$ cat config.mk
export PLATFORM = sky130hd
export DESIGN_NAME = fish_school_engine
export DESIGN_NICKNAME = d
export VERILOG_FILES = /design/src/rtl/fish_school_engine.sv
export SDC_FILE = /design/constraint.sdc
export NUM_CORES = 1
export LEC_CHECK = 0
export ABC_AREA = 0
export ABC_CLOCK_PERIOD_IN_PS = 4700
export CORE_UTILIZATION = 60
export CTS_CLUSTER_SIZE = 25
export DETAILED_ROUTE_END_ITERATION = 10
export DONT_BUFFER_PORTS = 1
export GPL_ROUTABILITY_DRIVEN = 1
export PLACE_DENSITY = 0.76
export SYNTH_ARGS = -nofsm -noshare
export SYNTH_HDL_FRONTEND = slang
export SYNTH_SLANG_ARGS = --single-unit
$ cat constraint.sdc
create_clock -name clk -period 4.7 [get_ports clk]
set_input_delay 1.175 -clock clk [delete_from_list [all_inputs] [get_ports clk]]
set_output_delay 1.175 -clock clk [all_outputs]
set_load 0.03 [all_outputs]
$ cat src/rtl/fish_school_engine.sv
// Multi-sprite fish scene: per-fish motion, LFSR respawn, catch-zone counting
// and a one-clock registered pixel renderer, all on the pixel clock.
module fish_school_engine #(
  parameter int          NUM_FISH   = 4,
  parameter int          FISH_W     = 10,
  parameter int          FISH_H     = 5,
  parameter int          H_ACTIVE   = 640,
  parameter int          V_ACTIVE   = 480,
  parameter int          SPEED_BASE = 1,
  parameter logic [15:0] LFSR_SEED  = 16'hACE1,
  parameter int          NET_X0     = 300,
  parameter int          NET_X1     = 380,
  parameter int          NET_Y0     = 370,
  parameter int          NET_Y1     = 400
) (
  input  logic       clk,
  input  logic       reset,
  input  logic       vsync,
  input  logic       video_active,
  input  logic [9:0] pix_x,
  input  logic [9:0] pix_y,
  input  logic       pause,
  input  logic       catch_en,
  output logic       fish_on,
  output logic [2:0] fish_idx,
  output logic [5:0] fish_rgb,
  output logic [7:0] catch_count
);

  localparam int          YLIM = V_ACTIVE - FISH_H;
  localparam logic [15:0] SEED = (LFSR_SEED == 16'h0000) ? 16'h0001 : LFSR_SEED;

  function automatic logic [15:0] lfsr_next(input logic [15:0] s);
    return s[0] ? ((s >> 1) ^ 16'hB400) : (s >> 1);
  endfunction

  function automatic logic [9:0] speed(input int i);
    return 10'(SPEED_BASE + (i % 4));
  endfunction

  function automatic logic [9:0] init_x(input int i);
    return 10'(H_ACTIVE - i * (H_ACTIVE / NUM_FISH));
  endfunction

  function automatic logic [9:0] init_y(input int i);
    return 10'(40 + i * ((V_ACTIVE - 80) / NUM_FISH));
  endfunction

  // Each fish sees the LFSR through its own rotation so simultaneous respawns differ.
  function automatic logic [9:0] respawn_y(input logic [15:0] s, input int i);
    int          sh;
    logic [15:0] rot;
    logic [9:0]  r;
    sh  = (3 * i) % 16;
    rot = (sh == 0) ? s : ((s << sh) | (s >> (16 - sh)));
    r   = {1'b0, rot[8:0]};
    if (r < 10'(YLIM))
      return r;
    else
      return r - 10'(YLIM);
  endfunction

  function automatic logic in_net(input logic [9:0] x, input logic [9:0] y);
    logic [10:0] xe;
    logic [10:0] ye;
    xe = {1'b0, x} + 11'(FISH_W);
    ye = {1'b0, y} + 11'(FISH_H);
    return ({1'b0, x} < 11'(NET_X1)) && (xe > 11'(NET_X0)) &&
           ({1'b0, y} < 11'(NET_Y1)) && (ye > 11'(NET_Y0));
  endfunction

  function automatic logic in_rect(input logic [9:0] px, input logic [9:0] py,
                                   input logic [9:0] x,  input logic [9:0] y);
    logic [10:0] xe;
    logic [10:0] ye;
    xe = {1'b0, x} + 11'(FISH_W);
    ye = {1'b0, y} + 11'(FISH_H);
    return (px >= x) && ({1'b0, px} < xe) && (py >= y) && ({1'b0, py} < ye);
  endfunction

  function automatic logic [7:0] sat_add(input logic [7:0] c, input logic [3:0] n);
    logic [8:0] s;
    s = {1'b0, c} + {5'b00000, n};
    return s[8] ? 8'hFF : s[7:0];
  endfunction

  function automatic logic [5:0] palette(input logic [1:0] idx);
    case (idx)
      2'd0:    return 6'b110111;
      2'd1:    return 6'b111100;
      2'd2:    return 6'b011111;
      default: return 6'b110011;
    endcase
  endfunction

  logic                vsync_q;
  logic                frame_tick;
  logic                do_update;
  logic [15:0]         lfsr;
  logic [9:0]          fish_x [NUM_FISH];
  logic [9:0]          fish_y [NUM_FISH];
  logic [9:0]          nxt_x  [NUM_FISH];
  logic [9:0]          nxt_y  [NUM_FISH];
  logic [NUM_FISH-1:0] caught;
  logic [3:0]          n_caught;
  logic [NUM_FISH-1:0] hit;
  logic [2:0]          hit_idx;

  assign frame_tick = vsync & ~vsync_q;
  assign do_update  = frame_tick & ~pause;

  always_comb begin : motion
    n_caught = 4'd0;
    for (int i = 0; i < NUM_FISH; i++) begin
      nxt_x[i]  = fish_x[i] - speed(i);
      nxt_y[i]  = fish_y[i];
      caught[i] = catch_en && in_net(fish_x[i], fish_y[i]);
      if (caught[i] || (fish_x[i] <= speed(i))) begin
        nxt_x[i] = 10'(H_ACTIVE);
        nxt_y[i] = respawn_y(lfsr, i);
      end
      n_caught = n_caught + {3'b000, caught[i]};
    end
  end

  // Lowest index wins, so scan from the top down.
  always_comb begin : render
    hit_idx = 3'd0;
    for (int i = 0; i < NUM_FISH; i++)
      hit[i] = in_rect(pix_x, pix_y, fish_x[i], fish_y[i]);
    for (int i = NUM_FISH - 1; i >= 0; i--)
      if (hit[i]) hit_idx = 3'(i);
  end

  always_ff @(posedge clk or posedge reset) begin
    if (reset) begin
      vsync_q     <= 1'b1;
      lfsr        <= SEED;
      catch_count <= 8'd0;
      fish_on     <= 1'b0;
      fish_idx    <= 3'd0;
      fish_rgb    <= 6'd0;
      for (int i = 0; i < NUM_FISH; i++) begin
        fish_x[i] <= init_x(i);
        fish_y[i] <= init_y(i);
      end
    end else begin
      vsync_q <= vsync;
      lfsr    <= lfsr_next(lfsr);
      // render stage: pixel sampled this cycle, result visible next cycle
      if (video_active && (|hit)) begin
        fish_on  <= 1'b1;
        fish_idx <= hit_idx;
        fish_rgb <= palette(hit_idx[1:0]);
      end else begin
        fish_on  <= 1'b0;
        fish_idx <= 3'd0;
        fish_rgb <= 6'd0;
      end
      if (do_update) begin
        for (int i = 0; i < NUM_FISH; i++) begin
          fish_x[i] <= nxt_x[i];
          fish_y[i] <= nxt_y[i];
        end
        catch_count <= sat_add(catch_count, n_caught);
      end
    end
  end

endmodule

Word level (Yosys, flattened, before mapping)
Index checks and enable logic that the tools add are counted.
Operators by class
  $lt $le $gt $ge: 40
  reductions and logical operators: 39
  add/subtract/negate cells: 20
  muxes and demuxes: 18
  equality and inequality tests: 2
  bitwise operators: 8
Operator list (count)
  11-bit by 9-bit > comparator with 1-bit output (second input constant): 8
  10-bit by 11-bit < comparator with 1-bit output: 8
  10-bit >= comparator: 8
  10-bit by 9-bit < comparator with 1-bit output (second input constant): 8
  10-bit 2-to-1 mux: 8
  10-bit by 3-bit adder with 11-bit output (second input constant): 4
  10-bit by 4-bit adder with 11-bit output (second input constant): 4
  9-bit by 9-bit subtractor with 10-bit output (second input constant): 4
  9-bit < comparator (second input constant): 4
  1-bit logical AND: 29
  10-bit by 2-bit less-or-equal comparator with 1-bit output (second input constant): 2
  10-bit by 2-bit subtractor with 10-bit output (second input constant): 2
  6-bit one-hot mux with 3 select lines: 1
  16-bit 2-to-1 mux: 1
  3-bit 2-to-1 mux: 4
  10-bit by 1-bit less-or-equal comparator with 1-bit output (second input constant): 1
  10-bit by 3-bit less-or-equal comparator with 1-bit output (second input constant): 1
  10-bit by 1-bit subtractor with 10-bit output (second input constant): 1
  10-bit by 3-bit subtractor with 10-bit output (second input constant): 1
  8-bit by 4-bit adder with 9-bit output: 1
  1-bit by 9-bit bitwise OR with 9-bit output (first input constant): 1
  9-bit by 3-bit bitwise OR with 9-bit output: 1
  9-bit by 6-bit bitwise OR with 9-bit output: 1
  8-bit 2-to-1 mux: 1
  15 further kinds: 23
Storage, ports and cells
  input bits: 26
  register bits after elaboration: 115
  logic and storage cells: 141
  output and inout port bits: 18

Longest topological paths before layout
  word-level depth: 12
  gate-level depth with buffers: 16
  gate-level depth less buffers: 16

Worst setup path before layout
No wires, ideal clock.
  path kind: input to register
  from: input catch_en
  to: register catch_count[2]
  required time: 4.566 ns
  stages: 12
  path slack: 0.607 ns
  buffers on the path: 0
  arrival time: 3.959 ns
  library setup time: 0.134 ns
  path through: nor3b_1 > o211ai_1 > nor4b_1 > a2bb2oi_1 > a21oi_1 > fa_1 > fa_1 > fa_1 > and3_1 > and4_1 > nand3_1 > o21ai_0
Between the ends
  cells in the longest elaborated chain, start to end: 6
  elaborated cells between the ends (all ways): 9
  classes of those cells: 4 x add/sub; 1 x mux; 4 x reduce/logical
RTL lines
  start: declaration: RTL line 23  | input logic catch_en,
  1-bit logical AND: RTL line 117  | caught[i] = catch_en && in_net(fish_x[i], fish_y[i]);
  1-bit by 1-bit adder with 2-bit output: RTL line 122  | n_caught = n_caught + {3'b000, caught[i]};
  2-bit by 1-bit adder with 3-bit output: RTL line 122
  3-bit by 1-bit adder with 4-bit output (*): RTL line 122
  8-bit by 4-bit adder with 9-bit output (*): RTL line 83  | s = {1'b0, c} + {5'b00000, n};
  8-bit 2-to-1 mux (*): RTL line 84  | return s[8] ? 8'hFF : s[7:0];
  end signal: assignment: RTL line 165  | catch_count <= sat_add(catch_count, n_caught);
  end: declaration: RTL line 27  | output logic [7:0] catch_count
Mark *: on every way between the ends. The rest lies on a longest branch, timed or not.
A chain may end at the register's enable or synchronous reset.

Worst setup path in the final report
  from: register fish_x[32] (netlist name)
  to: register catch_count[2]
Between the ends
  cells in the longest elaborated chain, start to end: 11
  elaborated cells between the ends (all ways): 12
  classes of those cells: 5 x add/sub; 2 x order compare; 1 x mux; 4 x reduce/logical
RTL lines
  start: declaration: RTL line 100  | logic [9:0] fish_x [NUM_FISH];
  start signal: indexed assignment: RTL line 144  | fish_x[i] <= init_x(i);
  start signal: indexed assignment: RTL line 162  | fish_x[i] <= nxt_x[i];
  10-bit by 4-bit adder with 11-bit output: RTL line 66  | xe = {1'b0, x} + 11'(FISH_W);
  11-bit by 9-bit > comparator with 1-bit output: RTL line 68  | return ({1'b0, x} < 11'(NET_X1)) && (xe > 11'(NET_X0)) &&
  1-bit logical AND (*) (2 in a row): RTL line 68
  1-bit logical AND (*): RTL line 69  | ({1'b0, y} < 11'(NET_Y1)) && (ye > 11'(NET_Y0));
  1-bit logical AND (*): RTL line 117
  1-bit by 1-bit adder with 2-bit output (*): RTL line 122
  2-bit by 1-bit adder with 3-bit output (*): RTL line 122
  3-bit by 1-bit adder with 4-bit output (*): RTL line 122
  8-bit by 4-bit adder with 9-bit output (*): RTL line 83
  8-bit 2-to-1 mux (*): RTL line 84
Marked as above.

==> impl_metrics.tcl <==
set metrics [dict create \
    outcome "completed" \
    drtIter0Drc 655 \
    max_stage_delay_ps 550 \
    vdd_drop_max_v 0.000277 \
    die_h_um 136 \
    cts_buffers 9 \
    synth_top_area_cell "ha_1" \
    post_cts_buffers 0 \
    ff_latch_area_sq_um 2770 \
    synth_fp_nets 1447 \
    post-route-util 0.643 \
    tightest_slew_ps 944 \
    period_minus_slack_ps 4330 \
    yosys.area_share.adder 0.221 \
    start_kind "register" \
    nFillCells 1489 \
    wl_per_cell_um 18.4 \
    initial_utilization 0.618 \
    path_class "reg2reg" \
    synth_top_family_by_area "adder cells" \
    max_slew_margin 0.371 \
    dieArea_sq_um 18500 \
    area_delta_synth_final_pct 4.04 \
    dr.pass1.iters 7 \
    ant_nets 0 \
    crit_buf_inv 0 \
    cts_repair_resize_count 0 \
    cap_violations 0 \
    avgSynthCellArea_sq_um 8.73 \
    hold_buffers 0 \
    ys_top_cells_by_count "ha_1 (185), inv_1 (95), nor2_1 (81), dfrtp_1 (77), o21ai_0 (75)" \
    cp_max_fo 8 \
    dpl-instance-area_sq_um 10900 \
    hpwl_um 20300 \
    skew_ps 9.71 \
    synth-compound-area-share 0.203 \
    async_reset_ff_frac 1.00 \
    cts_tree "done" \
    synth.area.mux_share 0.0298 \
    port_buffers 0 \
    synth-warning-count 0 \
    cp_common_cell "fa_1" \
    synthSimpleGateAreaFrac 0.166 \
    fmax_mhz 231 \
    insertion_delay_ps 360 \
    multi_input_area_sq_um 7440 \
    grt-ovfl-total 0 \
    cts_buffer_depth 2 \
    clk_pin_slew_ps 80 \
    fp.dieW_um 136 \
    synthesis.area_sq_um 10800 \
    slowest_stage "fa_1" \
    gp_congestion 0.912 \
    synth.area.top_cells "ha_1 (21%), dfrtp_1 (18%), dfstp_2 (7.8%)" \
    n_antenna_cell 0 \
    grt_max_degree 63 \
    grt_pass1_vias 8733 \
    num_io_pins 44 \
    h-tree-depth 3 \
    rsz0062_at_grt "no" \
    crit_family "adder cells" \
    power_density_nw_per_um2 500 \
    post-route-period-util 0.921 \
    viasPerCell 6.35 \
    p_leak_uw 0.00505 \
    wl_um 26500 \
    ys_ff_latch 109 \
    cp_data_required_time_ps 4940 \
    synth-main-ff-cell "dfrtp_1" \
    clkSinkCount 109 \
    route.detailed.drc 0 \
    total_power_uw 5600 \
    clockRootBuffer "clkbuf_16" \
    crit_chain "ha_1 > o2111ai_1 > xnor2_1 > o311ai_0 > o31ai_2 > nor2_1 > fa_1 > fa_1 > fa_1 > and3_1 > and4_1 > nand3_1 > o21ai_0" \
    synth_edf_count 0 \
    setup-tns-final_ps 0 \
    cp_data_arrival_time_ps 4570 \
    core_sq_um 17400 \
    setup_viol 0 \
    design_area_sq_um 11200 \
    hold_viol 0 \
    num_vias 9111 \
    synth_cell_type_count 85 \
    drive_gt1_frac 0.0694 \
    final_nets 1419 \
    track_usage 0.300 \
    synth_top_area_frac 0.215 \
    synth-xor-area-share 0.0708 \
    antenna_found_initial 0 \
    hold_class "reg2reg" \
    synth.most_common_cell "ha_1" \
    synthCells 1233 \
    grt_pass1_wl_um 43600 \
    rows 48 \
    end_kind "register" \
    synth_seq_area_share 0.257 \
    finalMaxSlewViolations 0 \
]
[cells in the final DEF, fill, tap and decap left out, types with 12 or more instances in the layout]
| cell type | count |
|---|---|
| a211oi_1 | 16 |
| a21o_1 | 21 |
| a21oi_1 | 71 |
| dfrtp_1 | 77 |
| dfstp_2 | 32 |
| ha_1 | 185 |
| inv_1 | 94 |
| mux2i_1 | 26 |
| nand2_1 | 72 |
| nand2b_1 | 14 |
| nand3_1 | 41 |
| nand4_1 | 26 |
| nor2_1 | 81 |
| nor2b_1 | 13 |
| nor3_1 | 28 |
| nor4_1 | 19 |
| o211ai_1 | 12 |
| o21a_1 | 19 |
| o21ai_0 | 75 |
| xnor2_1 | 70 |
| xor2_1 | 17 |
[kinds of logic after synthesis]
kind of cell    Yosys count
fa+ha+maj               188
flops                   109
other cells               1
compound gates          325
xor+xnor                 87
mux                      31
simple gates            350
buf+inv                 142
[worst reg2reg max path, stage by stage, from the launching register on]
cell	delay, ps
dfrtp_1	470
ha_1	360
o2111ai_1	170
xnor2_1	300
o311ai_0	230
o31ai_2	340
nor2_1	160
fa_1	550
fa_1	470
fa_1	400
and3_1	210
and4_1	240
nand3_1	190
o21ai_0	120
[final timing paths]
| path | startpoint | endpoint | slack [ps] | depth (start not counted) |
|---|---|---|---|---|
| worst max-delay path | fish_x[32] | catch_count[2] | 370 | 13 |
| worst min-delay path | lfsr[6] | lfsr[5] | 400 | 0 |
| worst max register to register | fish_x[32] | catch_count[2] | 370 | 13 |
| worst min register to register | lfsr[6] | lfsr[5] | 400 | 0 |
| max in group asynchronous | reset | fish_x[28] | 2990 | 2 |
| min in group asynchronous | reset | fish_y[5] | 820 | 1 |
[area by class of cell]
class	count	area share
flip-flops and latches	109	0.247
well taps	225	0.0251
repair buffers	8	0.00536
inverters	95	0.0321
clock buffers	10	0.0204
multi-input cells	982	0.664
clock inverters	6	0.00614
[registers in the layout, summed over array words and instances, names as in the netlist]
signal,flops
fish_x,37
catch_count,8
fish_idx,2
fish_y,40
lfsr,16
fish_rgb,5
vsync_q,1
[per-layer routing]
layer	GRT usage	wire (um)	vias up
li1	-	-	4449
met1	0.407	12200	4352
met2	0.490	12300	268
met3	0.0474	1430	42
met4	0.0932	539	0
met5	0	0	-
[power by group]
group | internal, uW | total [uW] | switching [uW]
sequential | 1240 | 1770 | 530
combinational | 1310 | 3020 | 1710
clock | 419 | 804 | 385
[metrics by stage]
step / setup WS [ps] / std cells / hold WS, ps
finish: 372 / 1435 / 398
global route: 87.0 / 1435 / 392
CTS: 344 / 1435 / 393
detailed placement: 218 / 1419 / 378
global placement: 337 / 1419 / 377
floorplan: 607 / 1233 / 353
Note: power is estimated with default switching activity, not from simulation.
